**src/rtl/pipe_l1a_readout_pkg.sv**
```systemverilog
`default_nettype none
// ============================================================================
// Module   : pipe_ro_pkg
// Brief    : Shared constants, FSM state type and NSAMP clamp helper for the
//            per-group L1A readout slice.
// Revision : 1.0  initial release
// ============================================================================
package pipe_ro_pkg;

  localparam int NCH    = 16;            // channels per pipeline word
  localparam int ADC_W  = 12;            // bits per ADC sample
  localparam int WORD_W = NCH * ADC_W;   // 192-bit pipeline word
  localparam int CH_W   = 4;             // channel index width
  localparam int SMP_W  = 4;             // sample index width
  localparam int N_W    = 5;             // sample-count width (holds 1..16)

  typedef enum logic [1:0] {
    IDLE    = 2'd0,
    CAPTURE = 2'd1,
    SEND    = 2'd2
  } state_t;

  // Out-of-range requests (0 or above the buffer depth) fall back to a full
  // buffer's worth of samples rather than producing an empty event.
  function automatic logic [N_W-1:0] clamp_nsamp(input logic [N_W-1:0] nsamp,
                                                 input int max_samp);
    logic [N_W-1:0] w_max;
    w_max = N_W'(max_samp);
    if (nsamp == '0 || int'(nsamp) > max_samp) begin
      return w_max;
    end
    return nsamp;
  endfunction

endpackage
`default_nettype wire

```
**src/rtl/pipe_l1a_readout_if.sv**
```systemverilog
`default_nettype none
// ============================================================================
// Module   : pipe_ro_if
// Brief    : Sample stream from the L1A readout to the DAQ formatter.
//            One 12-bit ADC sample per valid/ready transfer, tagged with its
//            channel and sample index and an end-of-event marker.
// Revision : 1.0  initial release
// ============================================================================
interface pipe_ro_if;
  import pipe_ro_pkg::*;

  logic [ADC_W-1:0] DOUT;
  logic [CH_W-1:0]  DOUT_CH;
  logic [SMP_W-1:0] DOUT_SMP;
  logic             DOUT_VLD;
  logic             DOUT_LAST;
  logic             DOUT_RDY;

  // Readout side drives the stream
  modport master (
    output DOUT,
    output DOUT_CH,
    output DOUT_SMP,
    output DOUT_VLD,
    output DOUT_LAST,
    input  DOUT_RDY
  );

  // Formatter side consumes the stream
  modport slave (
    input  DOUT,
    input  DOUT_CH,
    input  DOUT_SMP,
    input  DOUT_VLD,
    input  DOUT_LAST,
    output DOUT_RDY
  );

endinterface
`default_nettype wire

```
**src/rtl/pipe_l1a_readout_evt_buf.sv**
```systemverilog
`default_nettype none
// ============================================================================
// Module   : pipe_evt_buf
// Brief    : Event buffer holding captured pipeline words. One synchronous
//            write port, one asynchronous read port. Contents are never
//            cleared; every event overwrites the slots it reads back.
// Revision : 1.0  initial release
// ============================================================================
module pipe_evt_buf
  import pipe_ro_pkg::*;
#(
  parameter int DEPTH = 16,
  parameter int AW    = 4
) (
  input  wire logic              CLK,
  input  wire logic              WE,
  input  wire logic [AW-1:0]     WADDR,
  input  wire logic [WORD_W-1:0] WDATA,
  input  wire logic [AW-1:0]     RADDR,
  output logic      [WORD_W-1:0] RDATA
);

  logic [WORD_W-1:0] r_mem [DEPTH];

  // Store one pipeline word per write strobe; no reset so the array maps to plain storage
  always_ff @(posedge CLK) begin
    if (WE) begin
      r_mem[WADDR] <= WDATA;
    end
  end

  // Read is combinational so a word written in cycle k is visible from k+1
  assign RDATA = r_mem[RADDR];

endmodule
`default_nettype wire

```
**src/rtl/pipe_l1a_readout.sv**
```systemverilog
`default_nettype none
// ============================================================================
// Module   : pipe_l1a_readout
// Brief    : On L1A, capture NSAMP consecutive valid pipeline words into a
//            local buffer, then stream them out one 12-bit sample per
//            valid/ready transfer, channel-major (all samples of channel 0,
//            then channel 1, ...). Triggers arriving while busy are dropped
//            and counted.
// Revision : 1.0  initial release
// ============================================================================
module pipe_l1a_readout
  import pipe_ro_pkg::*;
#(
  parameter int MAX_SAMP = 16,
  parameter int MISS_W   = 8
) (
  input  wire logic              CLK,
  input  wire logic              RST,
  input  wire logic [WORD_W-1:0] PIPOUT,
  input  wire logic              PIPE_VLD,
  input  wire logic              L1A,
  input  wire logic [N_W-1:0]    NSAMP,
  pipe_ro_if.master              dout_if,
  output logic                   BUSY,
  output logic                   L1A_MISS,
  output logic [MISS_W-1:0]      MISS_CNT,
  output logic [11:0]            EVT_CNT
);

  // FSM and index registers
  state_t           r_state;
  state_t           w_state_nxt;
  logic [N_W-1:0]   r_n;
  logic [N_W-1:0]   w_n_nxt;
  logic [N_W-1:0]   r_wptr;
  logic [N_W-1:0]   w_wptr_nxt;
  logic [CH_W-1:0]  r_ch;
  logic [CH_W-1:0]  w_ch_nxt;
  logic [SMP_W-1:0] r_smp;
  logic [SMP_W-1:0] w_smp_nxt;

  // Miss / event bookkeeping
  logic              r_miss;
  logic [MISS_W-1:0] r_miss_cnt;
  logic [11:0]       r_evt_cnt;

  // Datapath helpers
  logic              w_we;
  logic [SMP_W-1:0]  w_waddr;
  logic [N_W-1:0]    w_n_clamp;
  logic [N_W-1:0]    w_wptr_inc;
  logic              w_busy;
  logic              w_vld;
  logic              w_smp_end;
  logic              w_last;
  logic              w_xfer;
  logic              w_miss;
  logic [WORD_W-1:0] w_rword;
  logic [ADC_W-1:0]  w_sample;

  assign w_n_clamp  = clamp_nsamp(NSAMP, MAX_SAMP);
  assign w_wptr_inc = r_wptr + N_W'(1);
  assign w_busy     = (r_state != IDLE);
  assign w_vld      = (r_state == SEND);
  assign w_smp_end  = ({1'b0, r_smp} == (r_n - N_W'(1)));
  assign w_last     = w_vld && (r_ch == CH_W'(NCH - 1)) && w_smp_end;
  assign w_xfer     = w_vld && dout_if.DOUT_RDY;
  assign w_miss     = L1A && w_busy;

  pipe_evt_buf #(
    .DEPTH (MAX_SAMP),
    .AW    (SMP_W)
  ) u_evt_buf (
    .CLK   (CLK),
    .WE    (w_we),
    .WADDR (w_waddr),
    .WDATA (PIPOUT),
    .RADDR (r_smp),
    .RDATA (w_rword)
  );

  // Pick the current channel's 12-bit field out of the word for the current sample
  assign w_sample = w_rword[ADC_W*r_ch +: ADC_W];

  // Next-state, buffer write control and index advance
  always_comb begin
    w_state_nxt = r_state;
    w_n_nxt     = r_n;
    w_wptr_nxt  = r_wptr;
    w_ch_nxt    = r_ch;
    w_smp_nxt   = r_smp;
    w_we        = 1'b0;
    w_waddr     = r_wptr[SMP_W-1:0];

    case (r_state)
      IDLE: begin
        if (L1A) begin
          w_n_nxt    = w_n_clamp;
          w_wptr_nxt = '0;
          w_ch_nxt   = '0;
          w_smp_nxt  = '0;
          if (PIPE_VLD) begin
            // The trigger word itself is sample 0
            w_we        = 1'b1;
            w_waddr     = '0;
            w_wptr_nxt  = N_W'(1);
            w_state_nxt = (w_n_clamp == N_W'(1)) ? SEND : CAPTURE;
          end else begin
            w_state_nxt = CAPTURE;
          end
        end
      end

      CAPTURE: begin
        // Invalid cycles simply stall; there is no timeout
        if (PIPE_VLD) begin
          w_we       = 1'b1;
          w_wptr_nxt = w_wptr_inc;
          if (w_wptr_inc == r_n) begin
            w_state_nxt = SEND;
          end
        end
      end

      SEND: begin
        if (w_xfer) begin
          if (w_smp_end) begin
            w_smp_nxt = '0;
            w_ch_nxt  = r_ch + CH_W'(1);
            if (w_last) begin
              w_state_nxt = IDLE;
            end
          end else begin
            w_smp_nxt = r_smp + SMP_W'(1);
          end
        end
      end

      default: begin
        w_state_nxt = IDLE;
      end
    endcase
  end

  // State and index registers
  always_ff @(posedge CLK) begin
    if (RST) begin
      r_state <= IDLE;
      r_n     <= '0;
      r_wptr  <= '0;
      r_ch    <= '0;
      r_smp   <= '0;
    end else begin
      r_state <= w_state_nxt;
      r_n     <= w_n_nxt;
      r_wptr  <= w_wptr_nxt;
      r_ch    <= w_ch_nxt;
      r_smp   <= w_smp_nxt;
    end
  end

  // Dropped-trigger pulse, saturating miss counter and wrapping event counter
  always_ff @(posedge CLK) begin
    if (RST) begin
      r_miss     <= 1'b0;
      r_miss_cnt <= '0;
      r_evt_cnt  <= '0;
    end else begin
      r_miss <= w_miss;
      if (w_miss && (r_miss_cnt != {MISS_W{1'b1}})) begin
        r_miss_cnt <= r_miss_cnt + MISS_W'(1);
      end
      if (w_xfer && w_last) begin
        r_evt_cnt <= r_evt_cnt + 12'd1;
      end
    end
  end

  assign dout_if.DOUT      = w_vld ? w_sample : '0;
  assign dout_if.DOUT_CH   = r_ch;
  assign dout_if.DOUT_SMP  = r_smp;
  assign dout_if.DOUT_VLD  = w_vld;
  assign dout_if.DOUT_LAST = w_last;

  assign BUSY     = w_busy;
  assign L1A_MISS = r_miss;
  assign MISS_CNT = r_miss_cnt;
  assign EVT_CNT  = r_evt_cnt;

endmodule
`default_nettype wire

```
**src/flat_wrapper.sv**
```systemverilog
// flat-port wrapper written by rule: the top's interface ports become plain ports
module pipe_l1a_readout_flat import pipe_ro_pkg::*;
#(
  parameter int MAX_SAMP = 16,
  parameter int MISS_W   = 8
)
  (CLK, RST, PIPOUT, PIPE_VLD, L1A, NSAMP, BUSY, L1A_MISS, MISS_CNT, EVT_CNT, dout_if_DOUT, dout_if_DOUT_CH, dout_if_DOUT_SMP, dout_if_DOUT_VLD, dout_if_DOUT_LAST, dout_if_DOUT_RDY);
  pipe_ro_if dout_if_i ();
  input  wire logic CLK;
  input  wire logic RST;
  input  wire logic [WORD_W-1:0] PIPOUT;
  input  wire logic PIPE_VLD;
  input  wire logic L1A;
  input  wire logic [N_W-1:0] NSAMP;
  output logic BUSY;
  output logic L1A_MISS;
  output logic [MISS_W-1:0] MISS_CNT;
  output logic [11:0] EVT_CNT;
  output wire logic [$bits(dout_if_i.DOUT)-1:0] dout_if_DOUT;
  output wire logic [$bits(dout_if_i.DOUT_CH)-1:0] dout_if_DOUT_CH;
  output wire logic [$bits(dout_if_i.DOUT_SMP)-1:0] dout_if_DOUT_SMP;
  output wire logic [$bits(dout_if_i.DOUT_VLD)-1:0] dout_if_DOUT_VLD;
  output wire logic [$bits(dout_if_i.DOUT_LAST)-1:0] dout_if_DOUT_LAST;
  input wire logic [$bits(dout_if_i.DOUT_RDY)-1:0] dout_if_DOUT_RDY;
  assign dout_if_DOUT = dout_if_i.DOUT;
  assign dout_if_DOUT_CH = dout_if_i.DOUT_CH;
  assign dout_if_DOUT_SMP = dout_if_i.DOUT_SMP;
  assign dout_if_DOUT_VLD = dout_if_i.DOUT_VLD;
  assign dout_if_DOUT_LAST = dout_if_i.DOUT_LAST;
  assign dout_if_i.DOUT_RDY = dout_if_DOUT_RDY;
  pipe_l1a_readout #(.MAX_SAMP(MAX_SAMP), .MISS_W(MISS_W)) u_core (.CLK(CLK), .RST(RST), .PIPOUT(PIPOUT), .PIPE_VLD(PIPE_VLD), .L1A(L1A), .NSAMP(NSAMP), .dout_if(dout_if_i), .BUSY(BUSY), .L1A_MISS(L1A_MISS), .MISS_CNT(MISS_CNT), .EVT_CNT(EVT_CNT));
endmodule
```
**config.mk**
```make
export PLATFORM = sky130hd
export DESIGN_NAME = pipe_l1a_readout_flat
export DESIGN_NICKNAME = d
export VERILOG_FILES = /design/src/rtl/pipe_l1a_readout_pkg.sv /design/src/rtl/pipe_l1a_readout_if.sv /design/src/rtl/pipe_l1a_readout_evt_buf.sv /design/src/rtl/pipe_l1a_readout.sv /design/src/flat_wrapper.sv
export SDC_FILE = /design/constraint.sdc
export NUM_CORES = 2
export LEC_CHECK = 0
export ABC_AREA = 0
export BUFFER_PORTS_ARGS = -buffer_cell sky130_fd_sc_hd__buf_2
export CORE_MARGIN = 3
export CORE_UTILIZATION = 32
export CTS_CLUSTER_SIZE = 20
export DETAILED_ROUTE_END_ITERATION = 6
export MAX_ROUTING_LAYER = met4
export PLACE_DENSITY = 0.45
export SLEW_MARGIN = 40
export SYNTH_ARGS = -nofsm -noshare
export SYNTH_HDL_FRONTEND = slang
export SYNTH_SLANG_ARGS = --single-unit
```
**constraint.sdc**
```tcl
create_clock -name CLK -period 12.55 [get_ports CLK]
set_input_delay 1.255 -clock CLK [delete_from_list [all_inputs] [get_ports CLK]]
set_output_delay 1.255 -clock CLK [all_outputs]
set_load 0.03 [all_outputs]
```
; Word-level counts from Yosys, hierarchy flattened
; Memories as Yosys holds them, arrays and structs flattened. A register that Yosys moved wholly into a read port is not among the register bits.
; Index checks and enable logic that the tools add are counted.
[totals]
register_bits = 41
ram_bits = 3072
in_bits = 202
output_inout_bits = 44
elab_cells = 82
n_memories = 1
[memory_table]
columns = name, depth, width, read_ports, rd_clocked_by_memory_dff, wr, line
row1 = u_core.u_evt_buf.r_mem, 16, 192, 1, 1, 1, pipe_l1a_readout_evt_buf.sv:23  ; logic [WORD_W-1:0] r_mem [DEPTH];
[classes]
addsub = 6
mul = 1
order_cmp = 1
eq_ne = 13
shift = 1
muxes = 34
n_reduce_logical = 17
[ops]
columns = op, n
row1 = $shiftx A192 B9 Y12, 1
row2 = $mux W4, 10
row3 = $mux W5, 4
row4 = $mux W2, 8
row5 = $pmux W4 S2, 2
row6 = $add A12 B1 Y12 const B, 1
row7 = $mux W12, 1
row8 = $ne A2 B2 Y1 const B, 5
row9 = $pmux W5 S2, 1
row10 = $add A4 B1 Y4 const B, 2
row11 = $add A8 B1 Y8 const B, 1
row12 = $ne A8 B8 Y1 const B, 1
row13 = $logic_and A1 B1 Y1, 6
row14 = $mul A2 B4 Y6 const A, 1
row15 = $mux W1, 6
row16 = $pmux W2 S3, 1
row17 = $reduce_and A3 Y1, 2
row18 = $reduce_and A6 Y1, 1
row19 = $reduce_bool A2 Y1, 3
row20 = $add A5 B1 Y5 const B, 1
row21 = $eq A4 B5 Y1, 1
row22 = $eq A5 B1 Y1 const B, 1
row23 = $eq A5 B5 Y1, 1
row24 = $gt A5 B5 Y1 const B, 1
row25 = 11 further kinds, 11

; Depth between registers and ports, before layout
[depth]
depth_word = 9
mapped_depth = 13
mapped_depth_nobuf = 9

; Modules after synthesis
; Synthesis repeated with hierarchy kept, for this count alone.
[hier_totals]
cells_unflattened = 5231
area_unflattened_um2 = 118850.2
[by_module_without_submodules]
columns = mod, n_inst, cells_per_inst, area_per_inst_um2, seq_area_each_um2
row1 = pipe_evt_buf, 1, 4832, 114959.0, 92248.5
row2 = pipe_l1a_readout, 1, 399, 3891.2, 820.8

; Worst setup path before layout
; Ideal clock, no wire load.
[synth_timing]
kind = input to register
start = in L1A
end = mem u_core.u_evt_buf.r_mem[0][0] in the netlist's numbering (enable)
setup_ps = 809
arrival_ps = 11127
t_required_ps = 11741
setup_slack_ps = 614
stages = 5
n_path_buf = 1
path_cell_list = and2_1 > clkbuf_1 > nand2_1 > o21a_1 > a21oi_1
[synth_via]
elab_chain_len = 4
word_cells_on_any_way = 6
classes_between = mux (6)
[synth_rtl]
columns = item, line
row1 = "start, declared", flat_wrapper.sv:13  ; input wire logic L1A;
row2 = $mux W1, pipe_l1a_readout.sv:97  ; if (L1A) begin
row3 = $pmux W1 S2, pipe_l1a_readout.sv:95  ; case (r_state)
row4 = $mux W1, pipe_l1a_readout_evt_buf.sv:27  ; if (WE) begin
row5 = $mux W1 (not written as such), pipe_l1a_readout_evt_buf.sv:28  ; r_mem[WADDR] <= WDATA;
row6 = "end, declared", pipe_l1a_readout_evt_buf.sv:23
; Parallel ways exist; a longest one is shown, timed or not.

==> out/metrics.cfg <==
[clock_network]
cts.htree.levels=5
clk_latency_ns=0.92
post_cts_buffers=0
numClockSinks=3117
cts_buffers=344
cts_resized=0
clockRootBuffer=clkbuf_16
clock_path_buffers=4
cts_tree=done
clk_pin_slew_worst_paths_ns=0.06
cts_hold_buf=0

[setup_path]
end_kind=output pin
path_max_fanout=38
critPathLaunchType=flip-flop
critPathKind=flip-flop to output pin
slowest_delay_ns=0.66
cp.buffers_inverters=5
path_cells=buf_4, buf_4, buf_4, and2_1, a2111oi_0, buf_4, a311oi_1, nand3_1, a2111oi_4, a31o_1, buf_2
path_common_cell=buf_4
crit_arrival_ns=6.25
cpLargestDelayFamily=buffers and inverters
slowest_stage=buf_4
cp.required_ns=11.30

[logic_synthesis]
ys_seq_area_share_pct=77.5
synth_largest_area_cell=edfxtp_1
ys_async_sr_fraction_pct=0
ys_ff_latch=3117
syn_nets=5773
synth_area_per_cell_um2=21.6
synth_flop_cell=edfxtp_1
synth_edf_count=3072
syn-cell-area_mm2=0.120
synth.distinct_cells=73
netlist_instances=5564
synth_area_leaders=edfxtp_1 (77%), mux4_2 (12%), mux2i_1 (3.3%)
synth_warnings=0
yosys.area.top_type_share_pct=76.7

[timing]
rsz0062_at_grt=false
setup_viol=0
fmax_mhz=133
slew_headroom_pct=37.9
maxSlewViolCount=0
finClkSkew_ns=0.0462
hold_slack_ns=0.505
hold_viol_final=0
worstMarginPinSlew_ns=0.908
min_period_over_period_pct=59.8
tns_ns=0
fin_ws_ns=5.04
fin_crit_ns=7.51

[power_and_ir_drop]
p_switching_mw=4.83
p_sw_share_pct=21.6
powerDensity_mw_per_mm2=161
p_int_mw=17.6
peakVddDrop_v=0.0000979
clockPowerShare_pct=43.3
leakage_nw=42.0
power_frac_seq_pct=51.6
pwr-share-comb_pct=5.1

[routing]
vias=60400
totalWireLength_um=378000
drc_errors=0
dr.pass1.iters=5
drt_first_iter_violations=5856
antenna_left=0
wire_per_inst_um=33.3
vias_per_cell=5.33

[global_routing]
grt_pass1_vias=61500
grt_overflow_total=0
grt_use_total_pct=20.0
grt_pass1_wl_um=520000
grt_max_degree=107
antenna_found_initial=144

[floorplan]
fp.dieH_um=619
dieArea_mm2=0.383
initial_core_util_pct=32.2
die_w_um=619
fp-row-count=224
coreArea_mm2=0.373
ioPinCount=246

[placement]
detailedPlace.worstSlack_ns=5.81
dpl.cell_count=10700
hpwlAfterDp_um=212000
io_buffers=245
gp_congestion=0.758
placed_area_mm2=0.128

[finish]
final_common_cell=edfxtp_1
final_layout_size_suffix_gt1_share_pct=25.4
area_growth_syn_to_layout_pct=15.7
finalInstanceArea_mm2=0.139
stdcell_count=11300
layout_common_cells=edfxtp_1 (3072), mux4_2 (626), mux2i_1 (399), clkbuf_16 (350), buf_2 (247)
fillers=34100
fin_nets=6245

[run]
max_cap_violations=0

[min_path]
min_path_type=flip-flop to flip-flop

[outcome]
status=completed

Yosys cell counts (22+ instances only):
| master | count |
|---|---|
| nor2_1 | 146 |
| o221ai_1 | 117 |
| mux4_2 | 626 |
| buf_1 | 23 |
| and2_1 | 22 |
| a31oi_1 | 54 |
| clkbuf_1 | 106 |
| dfxtp_1 | 45 |
| buf_6 | 71 |
| nor3_1 | 22 |
| o22ai_1 | 107 |
| nand2_1 | 84 |
| buf_4 | 30 |
| nand3_1 | 48 |
| mux2i_1 | 401 |
| a21oi_1 | 109 |
| a22oi_1 | 41 |
| buf_2 | 74 |
| o21ai_0 | 58 |
| edfxtp_1 | 3072 |
per-stage QoR:
stage          util [%]  power [mW]
2_1_floorplan         -        12.5
3_3_place_gp       34.1        12.9
3_5_place_dp       34.3        12.9
4_1_cts            37.2        22.6
5_1_grt            37.3        23.1
6_report           37.3        22.4
per-layer routing:
layer,share of wire [%],GRT usage [%],wire [um]
met2,48,31.9,182000
met5,0,-,0
met3,6.2,3.68,23300
met1,44,27.0,165000
met4,2.0,3.93,7620
layout make-up:
cell class                 instances  area (um^2)  share of cell area, %
clock buffer                     439         9090                   6.54
tap                             4972         6220                   4.47
timing repair buffer             445         3580                   2.57
multi-input combinational       2118        25300                   18.2
inverter                          10         50.0                 0.0360
clock inverter                   183         1600                   1.15
antenna                           49          123                 0.0882
sequential                      3117        93200                   67.0
sequential cells by signal (all words and copies together) (netlist names), named ones only:
name                     count
u_core.u_evt_buf.r_mem    3072
u_core.EVT_CNT              12
u_core.MISS_CNT              8
u_core.r_n                   5
u_core.r_wptr                5
u_core.dout_if.DOUT_CH       4
u_core.dout_if.DOUT_SMP      4
u_core.r_state               2
u_core.L1A_MISS              1
power by group through the flow:
stage               combinational [mW]  clock, mW  sequential, mW
global placement                  1.14          0            11.8
CTS                               1.16       9.94            11.5
finish                            1.15       9.70            11.5
global route                      1.23       10.4            11.5
detailed placement                1.16          0            11.8
floorplan                        0.755          0            11.8
cell families (layout without fill, tap and decap cells):
kind of cell	count (synthesis)	in the layout	share of synthesized area, %
XOR/XNOR	30	30	0.219
AND/OR/NAND/NOR	418	418	1.65
buffers and inverters	329	1077	1.80
multiplexers	1038	1038	15.2
adder cells (fa/ha/maj)	7	7	0.0728
flip-flops	3117	3117	77.5
other	0	49	0
AO/OA/AOI/OAI	625	625	3.62
worst paths after layout:
kind	startpoint	to	slack, ns	cells after the start
max	flip-flop	dout_if_DOUT[1]	5.04	11
min	u_core.r_wptr[4]$_SDFFE_PP0P_	u_core.r_wptr[4]$_SDFFE_PP0P_	0.50	2
min reg2reg	u_core.r_wptr[4]$_SDFFE_PP0P_	u_core.r_wptr[4]$_SDFFE_PP0P_	0.50	2
max reg2reg	u_core.r_state[1]$_SDFFE_PP0P_	u_core.u_evt_buf.r_mem[14][141]$_DFFE_PP_	8.08	9
tightest hold or removal path, cell delays in order, from the launching register on:
cell and delay [ns]:
dfxtp_1 0.33, nand3_1 0.07, a21oi_1 0.05
No activity file was read; power rests on OpenSTA's default activity.
